==> src/rtl/product_accumulator.sv <==
// product_accumulator: sums BEATS unsigned 8-bit products into an ACC_W-bit result with a sticky overflow flag.
// Define ACC_SAT_EN to clamp the accumulator on overflow instead of wrapping.
module product_accumulator #(
    parameter int ACC_W = 12,
    parameter int BEATS = 4
) (
    input  logic             clk,
    input  logic             rst_n,
    input  logic             in_valid,
    output logic             in_ready,
    input  logic [7:0]       in_product,
    output logic             out_valid,
    input  logic             out_ready,
    output logic [ACC_W-1:0] out_sum,
    output logic             out_ovf
);
    typedef enum logic [1:0] {IDLE, ACC, OUT} state_t;

    state_t           state_q, state_d;
    logic [ACC_W-1:0] acc_q, acc_d;
    logic [7:0]       cnt_q, cnt_d;
    logic             ovf_q, ovf_d;
    logic [ACC_W:0]   sum;
    logic             accept;

    assign in_ready  = state_q != OUT;
    assign out_valid = state_q == OUT;
    assign out_sum   = acc_q;
    assign out_ovf   = ovf_q;
    assign accept    = in_valid && in_ready;
    // One extra bit exposes the carry that marks an overflowing addition
    assign sum       = {1'b0, acc_q} + (ACC_W+1)'(in_product);

    always_comb begin
        state_d = state_q;
        acc_d   = acc_q;
        cnt_d   = cnt_q;
        ovf_d   = ovf_q;
        if (state_q == IDLE && accept) begin
            acc_d   = ACC_W'(in_product);
            ovf_d   = 1'b0;
            cnt_d   = 8'd1;
            state_d = (BEATS == 1) ? OUT : ACC;
        end else if (state_q == ACC && accept) begin
`ifdef ACC_SAT_EN
            acc_d   = sum[ACC_W] ? {ACC_W{1'b1}} : sum[ACC_W-1:0];
`else
            acc_d   = sum[ACC_W-1:0];
`endif
            ovf_d   = ovf_q | sum[ACC_W];
            cnt_d   = cnt_q + 8'd1;
            state_d = (cnt_d == 8'(BEATS)) ? OUT : ACC;
        end else if (state_q == OUT && out_ready) begin
            state_d = IDLE;
        end
    end

    always_ff @(posedge clk or negedge rst_n) begin
        if (!rst_n) begin
            state_q <= IDLE;
            acc_q   <= '0;
            cnt_q   <= '0;
            ovf_q   <= 1'b0;
        end else begin
            state_q <= state_d;
            acc_q   <= acc_d;
            cnt_q   <= cnt_d;
            ovf_q   <= ovf_d;
        end
    end
endmodule
==> config.mk <==
export PLATFORM = sky130hd
export DESIGN_NAME = product_accumulator
export DESIGN_NICKNAME = d
export VERILOG_FILES = /design/src/rtl/product_accumulator.sv
export SDC_FILE = /design/constraint.sdc
export NUM_CORES = 1
export LEC_CHECK = 0
export CORE_MARGIN = 2
export CORE_UTILIZATION = 40
export DETAILED_ROUTE_END_ITERATION = 8
export PLACE_DENSITY_LB_ADDON = 0.2
export SLEW_MARGIN = 10
export SYNTH_ARGS = -nofsm -noshare
export SYNTH_HDL_FRONTEND = slang
export SYNTH_SLANG_ARGS = --single-unit
export TNS_END_PERCENT = 10
==> constraint.sdc <==
create_clock -name clk -period 2.6 [get_ports clk]
set_input_delay 0.52 -clock clk [delete_from_list [all_inputs] [get_ports clk]]
set_output_delay 0.52 -clock clk [all_outputs]
set_load 0.01 [all_outputs]
* Yosys cells after proc, flatten, opt, wreduce, memory -nomap -nowiden
Index checks and enable logic that the tools add are counted. Widths: inputs -> output; s select.
Storage, ports and cells: word-level logic and storage cells 28, register bits 23, input port bits 12
Operators by class: eq/ne operators 4, add/sub/neg operators 2, multiplexer cells 10, bitwise operators 1, reduce and logical (&&, ||, !) cells 7
Operators by type and width (count):
- $mux 12 | 2
- $mux 8 | 2
- $add 12x8->13 | 1
- $add 8x1->8 const B | 1
- $eq 8x3->1 const B | 1
- $mux 2 | 4
- $logic_and 1x1->1 | 4
- $reduce_bool 3->1 | 1
- $eq 2x1->1 const B | 1
- $eq 2x2->1 const B | 1
- $logic_not 2->1 | 1
- $mux 1 | 2
- $ne 2x2->1 const B | 1
- $reduce_bool 2->1 | 1
- $or 1x1->1 | 1

* Longest topological paths before layout
Gate-level depths: netlist (run 1).
depth in word-level cells 5, depth in mapped cells 8

* Worst setup path after synthesis (run 1)
Ideal clock, no wire load.
path kind input to register, start in in_product[0], end reg acc_q[8] (netlist: out_sum[8]), arrival time 1.971 ns, required time 2.476 ns, stages 8, path buffers 0, path slack 0.505 ns, setup time 0.124 ns, cell sequence ha_1 -> inv_1 -> fa_1 -> nand2b_1 -> a211oi_1 -> o21a_1 -> nor3_1 -> a211o_1
On the way: word-level cells in the longest chain between the ends 3
RTL lines:
- from (decl) | RTL line 11 | input logic [7:0] in_product,
- $add 12x8->13 | RTL line 32 | assign sum = {1'b0, acc_q} + (ACC_W+1)'(in_product);
- $mux 12 | RTL line 44 | end else if (state_q == ACC && accept) begin
- $mux 12 | RTL line 39 | if (state_q == IDLE && accept) begin
- to (signal assigned) | RTL line 61 | acc_q <= '0;
- to (signal assigned) | RTL line 66 | acc_q <= acc_d;
- to (decl) | RTL line 20 | logic [ACC_W-1:0] acc_q, acc_d;
No other way between the ends. The select of a mux whose other input is x is not followed. A chain may end at the register's enable or synchronous reset.

* Final worst setup path (run 1)
Ends and elaborated chain as after synthesis.

==> results_dict.tcl, run 1 <==
set metrics [dict create \
    synthTopCellsByArea "dfrtp_1 (38%), ha_1 (7.4%), nand2_1 (6.2%)" \
    fin_area_sq_um 1950 \
    grt_pass1_vias 1403 \
    worst_r2r_startpoint "out_sum[0]$_DFFE_PN0P_" \
    die_area_sq_um 4300 \
    synth_top_area_share 0.380 \
    slew_viol_final 0 \
    ys.flop_type "dfrtp_1" \
    slew_headroom 0.595 \
    tightest_slew_ps 608 \
    grt_overflow_total 0 \
    postSynth.asyncResetShare 1.00 \
    dp_hpwl_um 2610 \
    outcome "finished clean" \
    cts.sinks 23 \
    period_share 0.941 \
    ios 27 \
    hold_path_class "register to register" \
    root_buffer "clkbuf_8" \
    ys_warn_count 0 \
    rows 22 \
    ff2ff_path_depth 8 \
    place.gp.congestion 0.804 \
    synth_edf_count 0 \
    maxCapViolations 0 \
    grt_start_max_net_pins 24 \
    drc_errors 0 \
    grt_pass1_wl_um 6090 \
    die_x_um 65.5 \
    fmax_mhz 409 \
    clock_skew_ps 6.87 \
    grt.total_usage 0.178 \
    synthCells 171 \
    cts_tree "yes" \
    area_growth_pct 28.6 \
    end_kind "register" \
    syn-num-nets 193 \
    vias_per_cell 5.65 \
    cts-htree-levels 1 \
    cellPowerDensity_nw_per_um2 1040 \
    syn_area_sq_um 1520 \
    wire_per_inst_um 14.2 \
    place_area_sq_um 1900 \
    cp_data_arrival_time_ps 2600 \
    ant_nets 0 \
    hold_start "out_sum[0]$_DFFE_PN0P_" \
    synthTopCellsByCount "nand2_1 (25), dfrtp_1 (23), o21ai_0 (12)" \
    finalCriticalPeriod_ps 2450 \
    diodes 0 \
    start_util 0.414 \
    setup_tns_ps 0 \
    synth-seq-area-share 0.380 \
    leakagePower_nw 0.942 \
    setup_viol 0 \
    drive_gt1_frac 0.0825 \
    ys_ff_latch 23 \
    power_mw 2.02 \
    final_nets 229 \
    worstSetupPathType "input pin to register" \
    yosys.area.top_type "dfrtp_1" \
    drtIter0Drc 77 \
    holdPathEnd "out_sum[0]$_DFFE_PN0P_" \
    min_path_cells 2 \
    cts_made_buffers 3 \
    cts_max_path_buffers 2 \
    die_y_um 65.5 \
    hold_viol 0 \
    holdBufCountCts 0 \
    firstDrtPassIters 4 \
    wl_um 3600 \
    synth.most_common_cell "nand2_1" \
    cts_setup_buffers 0 \
    critPathLaunchType "input pin" \
    synth_cell_types 39 \
    cp_data_required_time_ps 2750 \
    clock_latency_ps 270 \
    antenna_found_initial 0 \
    cp_max_fo 5 \
    numPortBuffers 26 \
    post_cts_resized 0 \
    avgSynthCellArea_sq_um 8.86 \
    timing.rr.end "out_sum[8]$_DFFE_PN0P_" \
    path_clk_slew_ps 90 \
    core_area_sq_um 3660 \
    vias 1435 \
    ir_drop_uv 377 \
    rrSetupSlack_ps 500 \
    rsz0062_at_grt "false" \
]
sequential cells by signal, indices dropped and copies added (netlist names):
signal   flops
state_q      2
out_ovf      1
out_sum     12
cnt_q        8
report_power, final:
| group | total [mW] | leakage [nW] | switching (mW) | internal [mW] |
|---|---|---|---|---|
| Clock | 0.234 | 0.0217 | 0.126 | 0.108 |
| Sequential | 0.661 | 0.258 | 0.160 | 0.501 |
| Combinational | 1.13 | 0.662 | 0.534 | 0.595 |
| Total | 2.02 | 0.942 | 0.820 | 1.20 |
metrics by stage:
stage	utilization	setup WS, ps	hold WS (ps)	std cells
finish	0.532	154	524	254
global route	0.532	10.5	559	254
CTS	0.532	185	531	254
detailed placement	0.519	-83.3	510	250
global placement	0.519	-26.0	498	250
floorplan	-	505	224	171
critical path: stages:
cell and delay, ps:
clkdlybuf4s50_1 480, ha_1 170, inv_1 50, fa_1 370
nand2b_1 180, a211oi_1 250, o21a_1 260, nor3_1 70
a211o_1 240
worst max path at each step:
stage                  start                endpoint  slack (ps)  cells after the start
2_1_floorplan  in_product[0]  out_sum[8]$_DFFE_PN0P_         510                      8
3_3_place_gp   in_product[0]  out_sum[8]$_DFFE_PN0P_         -30                      9
3_5_place_dp   in_product[0]  out_sum[8]$_DFFE_PN0P_         -80                      9
4_1_cts        in_product[0]  out_sum[8]$_DFFE_PN0P_         190                      9
5_1_grt        in_product[0]  out_sum[8]$_DFFE_PN0P_          10                      9
6_report       in_product[0]  out_sum[8]$_DFFE_PN0P_         150                      9
cell type report:
class	instances	area (sq um)
Clock buffer	3	41.3
Clock inverter	1	7.51
Fill cell	348	1710
Inverter	6	22.5
Multi-Input combinational cell	135	891
Sequential cell	23	576
Tap cell	48	60.1
Timing Repair Buffer	38	350
metal layers:
layer	GRT usage	part of all wire	wire length, um	up-vias
met5	0	0	0	-
li1	-	-	-	703
met1	0.237	0.48	1750	695
met2	0.301	0.46	1670	35
met4	0.0469	0.0055	20	0
met3	0.0257	0.047	168	2
cells in the final DEF, fill, tap and decap left out, drive strengths merged, types with 7 or more instances in the layout:
cell type / netlist / routed
dfrtp: 23 / 23
a21oi: 8 / 8
o21ai: 12 / 12
nand2: 25 / 25
nand3: 7 / 7
nor3: 8 / 8
nor2: 9 / 9
ha: 9 / 9
buf: 1 / 12
clkdlybuf4s50: 0 / 26
cell families after synthesis:
kind of cell | count (synthesis) | share of synthesized area
buf+inv | 13 | 0.0322
mux | 6 | 0.0396
compound gates | 53 | 0.248
simple gates | 61 | 0.184
xor+xnor | 5 | 0.0289
flops | 23 | 0.380
fa+ha+maj | 10 | 0.0875
(Power assumes the default switching activity.)
==> inputs of run 2 (changes only) <==
--- a/config.mk
+++ b/config.mk
@@ -7,7 +7,10 @@
 export LEC_CHECK = 0
 export CORE_MARGIN = 2
 export CORE_UTILIZATION = 40
+export CTS_CLUSTER_DIAMETER = 120
+export CTS_CLUSTER_SIZE = 40
 export DETAILED_ROUTE_END_ITERATION = 8
+export MAX_ROUTING_LAYER = met4
 export PLACE_DENSITY_LB_ADDON = 0.2
 export SLEW_MARGIN = 10
 export SYNTH_ARGS = -nofsm -noshare
==> run 2 against run 1 <==
Cell count unchanged. Fmax hardly changed. Worst hold slack barely moved. Core utilization unchanged. Setup slack better by 0.63 ps. Critical path depth unchanged. Largest power group unchanged. Clock skew down 1.3 ps. Sequential share of layout area unchanged. First-iteration DRC count is 2.6% lower. Die area unchanged.
==> results_dict.tcl, run 2 (synthesis results as in run 1) <==
set metrics [dict create \
    outcome "finished clean" \
    cts_max_path_buffers 2 \
    grt_pass1_vias 1403 \
    rows 22 \
    drive_gt1_frac 0.0825 \
    holdBufCountCts 0 \
    die_area_sq_um 4300 \
    clock_skew_ps 5.58 \
    drc_errors 0 \
    crit_slowest_cell "clkdlybuf4s50_1" \
    grt_start_max_net_pins 24 \
    leakagePower_nw 0.942 \
    fmax_mhz 409 \
    worst_r2r_startpoint "out_sum[0]$_DFFE_PN0P_" \
    finalCriticalPeriod_ps 2450 \
    cp_data_arrival_time_ps 2600 \
    cp_max_fo 5 \
    root_buffer "clkbuf_8" \
    fin_ws_ps 155 \
    vias_per_cell 5.57 \
    final_cells 254 \
    rsz0062_at_grt "false" \
    core_area_sq_um 3660 \
    vias 1415 \
    hold_ws_ps 523 \
    place_area_sq_um 1900 \
    slew_viol_final 0 \
    final_nets 229 \
    path_cells "clkdlybuf4s50_1 -> ha_1 -> inv_1 -> fa_1 -> nand2b_1 -> a211oi_1 -> o21a_1 -> nor3_1 -> a211o_1" \
    antenna_found_initial 0 \
    tightest_slew_ps 608 \
    cts_made_buffers 3 \
    cts_tree "yes" \
    start_util 0.414 \
    crit_path_start "in_product[0]" \
    die_x_um 65.5 \
    cts_setup_buffers 0 \
    cp_data_required_time_ps 2750 \
    dp_hpwl_um 2610 \
    worstSetupPathType "input pin to register" \
    hold_start "out_sum[0]$_DFFE_PN0P_" \
    power_mw 2.02 \
    grt_overflow_total 0 \
    grt_pass1_wl_um 6090 \
    grt.total_usage 0.182 \
    fin_area_sq_um 1950 \
    ant_nets 0 \
    period_share 0.940 \
    end_kind "register" \
    diodes 0 \
    cellPowerDensity_nw_per_um2 1040 \
    maxCapViolations 0 \
    nFillCells 348 \
    ios 27 \
    dpl_worst_slack_ps -83.3 \
    cts-htree-levels 1 \
    drtIter0Drc 75 \
    hold_path_class "register to register" \
    area_growth_pct 28.6 \
    wl_um 3610 \
    final_cell_mix "clkdlybuf4s50_1 (26), nand2_1 (25), dfrtp_1 (23)" \
    place_inst 250 \
    wire_per_inst_um 14.2 \
    critPathLaunchType "input pin" \
    firstDrtPassIters 4 \
    largest_reg_flops 12 \
    hold_viol 0 \
    ir_drop_uv 377 \
    place.gp.congestion 0.815 \
    cpPeakStageDelay_ps 480 \
    final_common_cell "clkdlybuf4s50_1" \
    clock_latency_ps 270 \
    path_clk_slew_ps 90 \
    setup_viol 0 \
    cts.sinks 23 \
    slew_headroom 0.595 \
    die_y_um 65.5 \
    numPortBuffers 26 \
    post_cts_resized 0 \
]
run 2: cell counts in the layout (fill, tap and decap cells not counted):
Identical to the previous run, type by type.
run 2: layout make-up:
class	instances	area, sq um	area share
Clock inverter	1	7.51	0.00385
Tap cell	48	60.1	0.0308
Inverter	6	22.5	0.0116
Clock buffer	3	41.3	0.0212
Sequential cell	23	576	0.295
Timing Repair Buffer	38	350	0.180
Multi-Input combinational cell	135	891	0.457
run 2: worst max-delay path: cells and delay by family:
| kind | cells | cell delay [ps] |
|---|---|---|
| adder cells (fa/ha/maj) | 2 | 540 |
| AO/OA/AOI/OAI | 3 | 750 |
| buffers and inverters | 2 | 530 |
| AND/OR/NAND/NOR | 2 | 250 |
run 2: layer usage:
layer | up-vias | GRT usage | part of all wire
met5 | - | - | 0
met4 | 0 | 0.0469 | 0.0055
met3 | 2 | 0.0223 | 0.042
met2 | 37 | 0.301 | 0.46
met1 | 676 | 0.239 | 0.49
li1 | 700 | - | -
run 2: metrics by stage:
stage | util | TNS [ps]
2_1_floorplan | - | 0
3_3_place_gp | 0.519 | -26.0
3_5_place_dp | 0.519 | -179
4_1_cts | 0.532 | 0
5_1_grt | 0.532 | 0
6_report | 0.532 | 0
run 2: worst paths after layout:
path	slack, ps	cells after the start	endpoint
setup / recovery	150	9	out_sum[8]$_DFFE_PN0P_
hold / removal	520	2	out_sum[0]$_DFFE_PN0P_
setup reg to reg	500	8	out_sum[8]$_DFFE_PN0P_
hold reg to reg	520	2	out_sum[0]$_DFFE_PN0P_
max in group asynchronous	1750	2	out_sum[5]$_DFFE_PN0P_
min in group asynchronous	600	2	cnt_q[3]$_DFFE_PN0P_
run 2: where the power goes:
group,internal [mW],switching (mW)
Sequential,0.501,0.160
Combinational,0.595,0.534
Clock,0.108,0.125
Total,1.20,0.819
